File: src/rtl/atto_pkg.sv
// Shared types and width helpers for the atto AXI-Stream FIFO slice.
package atto_pkg;

  localparam int ATTO_DATA_W = 8;
  localparam int ATTO_USER_W = 1;

  // Storage layout of one beat; the RAM word packs fields in this same order.
  typedef struct packed {
    logic [ATTO_DATA_W-1:0] data;
    logic                   last;
    logic [ATTO_USER_W-1:0] user;
  } atto_beat_t;

  function automatic int atto_level_w(input int depth);
    return $clog2(depth) + 1;
  endfunction

  function automatic int atto_beat_w(input int data_w, input int user_w);
    return data_w + 1 + user_w;
  endfunction

endpackage

File: src/rtl/atto_ram_sdp.sv
// Simple dual-port beat storage: synchronous write port, asynchronous read port.
module atto_ram_sdp #(
  parameter int WIDTH = 10,
  parameter int DEPTH = 16
) (
  input  logic                     clk,
  input  logic                     we,
  input  logic [$clog2(DEPTH)-1:0] waddr,
  input  logic [WIDTH-1:0]         wdata,
  input  logic [$clog2(DEPTH)-1:0] raddr,
  output logic [WIDTH-1:0]         rdata
);

  logic [WIDTH-1:0] mem [DEPTH];

  always_ff @(posedge clk) begin
    if (we) mem[waddr] <= wdata;
  end

  assign rdata = mem[raddr];

endmodule

File: src/rtl/atto_axis_fifo.sv
// AXI-Stream FIFO with 1-cycle latency; define ATTO_AXIS_FIFO_PKT_MODE_EN to
// hold m_axis_tvalid until a complete packet is stored (released when full).
module atto_axis_fifo
  import atto_pkg::*;
#(
  parameter int DATA_WIDTH = 8,
  parameter int USER_WIDTH = 1,
  parameter int DEPTH      = 16
) (
  input  logic                           aclk,
  input  logic                           areset,
  input  logic [DATA_WIDTH-1:0]          s_axis_tdata,
  input  logic                           s_axis_tlast,
  input  logic [USER_WIDTH-1:0]          s_axis_tuser,
  input  logic                           s_axis_tvalid,
  output logic                           s_axis_tready,
  output logic [DATA_WIDTH-1:0]          m_axis_tdata,
  output logic                           m_axis_tlast,
  output logic [USER_WIDTH-1:0]          m_axis_tuser,
  output logic                           m_axis_tvalid,
  input  logic                           m_axis_tready,
  output logic [atto_level_w(DEPTH)-1:0] level
);

  localparam int PTR_W  = $clog2(DEPTH);
  localparam int LVL_W  = atto_level_w(DEPTH);
  localparam int BEAT_W = atto_beat_w(DATA_WIDTH, USER_WIDTH);
  localparam logic [LVL_W-1:0] FULL_LVL = LVL_W'(DEPTH);

  logic [PTR_W-1:0]  wr_ptr, rd_ptr;
  logic [LVL_W-1:0]  level_q;
  logic              run;
  logic              full, empty, push, pop;
  logic [BEAT_W-1:0] wr_beat, rd_beat;

  assign full  = (level_q == FULL_LVL);
  assign empty = (level_q == '0);

  // run holds tready low during reset and raises it on the first edge after.
  assign s_axis_tready = run & ~full;
  assign push          = s_axis_tvalid & s_axis_tready;
  assign pop           = m_axis_tvalid & m_axis_tready;
  assign level         = level_q;

  assign wr_beat = {s_axis_tdata, s_axis_tlast, s_axis_tuser};
  assign {m_axis_tdata, m_axis_tlast, m_axis_tuser} = rd_beat;

  atto_ram_sdp #(
    .WIDTH (BEAT_W),
    .DEPTH (DEPTH)
  ) u_ram (
    .clk   (aclk),
    .we    (push),
    .waddr (wr_ptr),
    .wdata (wr_beat),
    .raddr (rd_ptr),
    .rdata (rd_beat)
  );

  always_ff @(posedge aclk or posedge areset) begin
    if (areset) begin
      wr_ptr  <= '0;
      rd_ptr  <= '0;
      level_q <= '0;
      run     <= 1'b0;
    end else begin
      run <= 1'b1;
      if (push) wr_ptr <= wr_ptr + PTR_W'(1);
      if (pop)  rd_ptr <= rd_ptr + PTR_W'(1);
      case ({push, pop})
        2'b10:   level_q <= level_q + LVL_W'(1);
        2'b01:   level_q <= level_q - LVL_W'(1);
        default: level_q <= level_q;
      endcase
    end
  end

`ifdef ATTO_AXIS_FIFO_PKT_MODE_EN
  logic [LVL_W-1:0] pkt_cnt;
  logic             push_last, pop_last;

  assign push_last = push & s_axis_tlast;
  assign pop_last  = pop & m_axis_tlast;

  // A full FIFO with no packet end would deadlock, so it streams regardless.
  assign m_axis_tvalid = ~empty & ((pkt_cnt != '0) | full);

  always_ff @(posedge aclk or posedge areset) begin
    if (areset) begin
      pkt_cnt <= '0;
    end else begin
      case ({push_last, pop_last})
        2'b10:   pkt_cnt <= pkt_cnt + LVL_W'(1);
        2'b01:   pkt_cnt <= pkt_cnt - LVL_W'(1);
        default: pkt_cnt <= pkt_cnt;
      endcase
    end
  end
`else
  // level only becomes nonzero at an edge, so there is no same-cycle fall-through.
  assign m_axis_tvalid = ~empty;
`endif

endmodule

File: config.mk
export PLATFORM = sky130hd
export DESIGN_NAME = atto_axis_fifo
export DESIGN_NICKNAME = d
export VERILOG_FILES = /design/src/rtl/atto_pkg.sv /design/src/rtl/atto_ram_sdp.sv /design/src/rtl/atto_axis_fifo.sv
export SDC_FILE = /design/constraint.sdc
export NUM_CORES = 1
export LEC_CHECK = 0
export ABC_AREA = 1
export ABC_CLOCK_PERIOD_IN_PS = 2200
export BUFFER_PORTS_ARGS = -buffer_cell sky130_fd_sc_hd__buf_4
export CORE_ASPECT_RATIO = 2
export CORE_UTILIZATION = 35
export DETAILED_ROUTE_END_ITERATION = 16
export PLACE_DENSITY = 0.53
export SYNTH_ARGS = -nofsm -noshare
export SYNTH_HDL_FRONTEND = slang
export SYNTH_SLANG_ARGS = --single-unit
File: constraint.sdc
create_clock -name aclk -period 2.2 [get_ports aclk]
set_input_delay 0.22 -clock aclk [delete_from_list [all_inputs] [get_ports aclk]]
set_output_delay 0.22 -clock aclk [all_outputs]
set_load 0.02 [all_outputs]
==> results by group <==
Clocking
  • Total CTS buffers: 17
  • CTS Root Cell: clkbuf_16
  • Clk pin slew, worst setup/hold paths: approximately 60 ps
  • Skew-Pair Late Insertion Delay: 440 ps
  • CTS H-tree lvls: 4
  • CTS Buffer Depth: 2
  • CTS Sinks: roughly 170
  • TritonCTS clock tree: done

Floorplan
  • Placeable Area: 0.02149 mm^2
  • Cell Rows: 76
  • Die area: 0.02251 mm^2
  • Initial Utilization: 0.3563
  • DIE WIDTH: about 110 um
  • Top-level I/O count: 31
  • DIE HEIGHT: 211.2 um

Yosys
  • Synth unique cells: 22
  • Post-synth top area share: 0.6275
  • Cell taking the most area after synthesis: edfxtp_1
  • Sequential area share after synthesis: 0.6732
  • Yosys warns: 0
  • Synth top area cells: edfxtp_1 (63%), nand2_1 (14%), dfrtp_1 (4.6%)
  • Syn_nets: 782
  • Synth Area per Inst: ~10 um^2
  • Synth Instances: 758
  • Cell Area, Synth: 0.007657 mm^2
  • Register bit total from synthesis: between 150 and 200

Route
  • Vias per cell: 4.583
  • DR vias: 5046
  • DR WL/cell: 16.54 um
  • # DRC: 0
  • Detailed Route WL: 18.21 mm
  • Antenna-violating nets left: 0
  • Initial DRC Count: around 340
  • Pre-antenna DRT Iters: 4

STA
  • Min cycle time layout: between 2000 and 2500 ps
  • Slew Limit Fails: 0
  • Rel. slew slack: 0.3295
  • Fin crit share: 0.9815
  • Post-route setup slack: 40.72 ps
  • Clock skew: 7.662 ps
  • Hold Violations, Final: 0
  • Slew @ Worst Pin: 1000 ps
  • # setup viols final: 0
  • Unrepaired setup endpoints after global routing: true
  • Max Freq: between 400 and 500 MHz

Global routing
  • Antenna violations before repair: 0
  • Total GRT Usage: 0.1689
  • Global route overflow: 0
  • Vias in the first global route: roughly 5000
  • Global routing usage on met3: 0.03548
  • Grt met1 use: 0.1802
  • First-pass GRT wire length: 27.37 mm
  • GR Util met2: 0.3101
  • Largest net degree at the start of global routing: 61
  • Gr busiest metal: met2

Run
  • Max-cap check violation count: 0

Final layout
  • Most frequent cells in the layout: nand2_1 (281), edfxtp_1 (160), inv_1 (84)
  • Share of cells above drive strength 1: 0.1546
  • Area Growth Syn to Fin: 20.44%
  • Filler cells: 2067
  • # diodes: 0
  • Area of the multi-input gates: 0.002081 mm^2
  • Fin area: 0.009223 mm^2
  • Nets: 839
  • Share of the core filled with cells: 0.4291
  • Storage cell area: 0.005161 mm^2
  • Commonest non-fill, non-tap cell in the layout: nand2_1

Setup path
  • CP required: 1980 ps
  • Crit start category: flop
  • Arr. time, crit path: 1940 ps
  • Most frequent CP cell: nand2_1
  • Slowest-stage cell, CP: dfrtp_4
  • CP Max Fanout: 15
  • Crit end category: output port
  • Kind of critical path: flop to output port
  • Worst path cell trace: buf_12 > buf_16 > nand2_1 > nand2_1 > nand2_1 > nand3_1 > nand2_1 > nand2_2 > buf_4
  • CP max stage delay: 510 ps

Place
  • RePlAce Congestion: 0.7774
  • DP HPWL: 11.71 mm
  • Pre-CTS setup slack: ~48 ps
  • Area post-placement: ~0.0084 mm^2
  • PortBufs: 30

Status
  • Outcome: completed

Power
  • Pleak: 3.875 nW
  • Peak supply drop: 0.7224 mV
  • Power Total: 11.84 mW
  • Pwr dens: 1284 mW/mm^2

Min path
  • Hold Path Class: input pin to flop
==> metrics by stage <==
step / std cells / hold slack [ps] / TNS, ps
final: 1101 / 27.32 / 0
after global placement: 1061 / 347.0 / 0
after global routing: 1101 / 24.29 / -284.8
after detailed placement: 1061 / 342.6 / 0
after floorplan: 758 / 109.1 / 0
after CTS: 1096 / 5.486 / -6.482
==> routing by layer <==
layer	share of wire	vias up
li1	-	2550
met1	0.38	2373
met3	0.035	20
met5	0	-
met2	0.56	103
met4	0.022	0
==> cells by family (layout without fill, tap and decap cells) <==
group	after synthesis	in the layout	synth area share
and+or+nand+nor	440	440	0.2314
buffers and inverters	120	190	0.06716
adders and majority gates	10	10	0.01732
DFF	174	174	0.6732
xor gates and xnor gates	4	4	0.004576
other	1	1	0.0004897
AOI/OAI and AO/OA	9	9	0.005882
==> registers in the layout (all words and copies together) (netlist names) <==
| name | cells |
|---|---|
| u_ram.mem | 160 |
| run | 1 |
| rd_ptr | 4 |
| level | 5 |
| wr_ptr | 4 |
==> Yosys cell counts (all sizes together) <==
cell type    n
dfrtp       14
xnor2        3
nor3        16
nand4        2
nor2        65
clkbuf       9
inv         87
o21ai        9
nand3       70
ha           9
fa           1
nand2      286
buf         24
edfxtp     160
or2          1
xor2         1
conb         1
==> area by class of cell <==
type / count / area share
tap: 273 / 0.03704
multi-input combinational: 464 / 0.2256
sequential: 174 / 0.5596
clock inverter: 6 / 0.008818
inverter: 87 / 0.03622
timing repair buffer: 71 / 0.07747
clock buffer: 26 / 0.05522
==> worst paths after layout <==
path                                       start               endpoint  slack [ps]  cells past startpoint
min                                s_axis_tvalid  wr_ptr[0]$_DFFE_PP0P_          30                      3
min in group asynchronous                 areset          run$_DFF_PP0_         420                      3
min reg2reg                 level[3]$_DFFE_PP0P_   level[3]$_DFFE_PP0P_         570                      2
max in group asynchronous                 areset  rd_ptr[0]$_DFFE_PP0P_        1320                      3
max reg2reg                 level[2]$_DFFE_PP0P_   level[4]$_DFFE_PP0P_         180                     14
max                        rd_ptr[0]$_DFFE_PP0P_        m_axis_tdata[1]          40                      9
==> worst max-delay path: cells and delay by family, from the launching register on <==
family                 cells  cell delay [ps]
buffers and inverters      3              490
flip-flops                 1              510
AND/OR/NAND/NOR            6              500
==> where the power goes <==
part / internal (mW) / leakage, nW / switching (mW) / total, mW
registers: 3.86 / 1.61 / 0.160 / 4.02
logic: 1.84 / 1.98 / 3.02 / 4.86
clock network: 1.81 / 0.288 / 1.15 / 2.96
==> timing repair <==
item                                    in CTS  in global routing
pin swaps                                    0                  4
endpoints found under the hold margin       14                  0
hold buffers                                 1                  0
endpoints found under the setup margin      10                 11
setup buffers                                1                  1
resized for setup                            4                 25
gates cloned                                 1                  4
No activity file was read; power rests on OpenSTA's default activity.
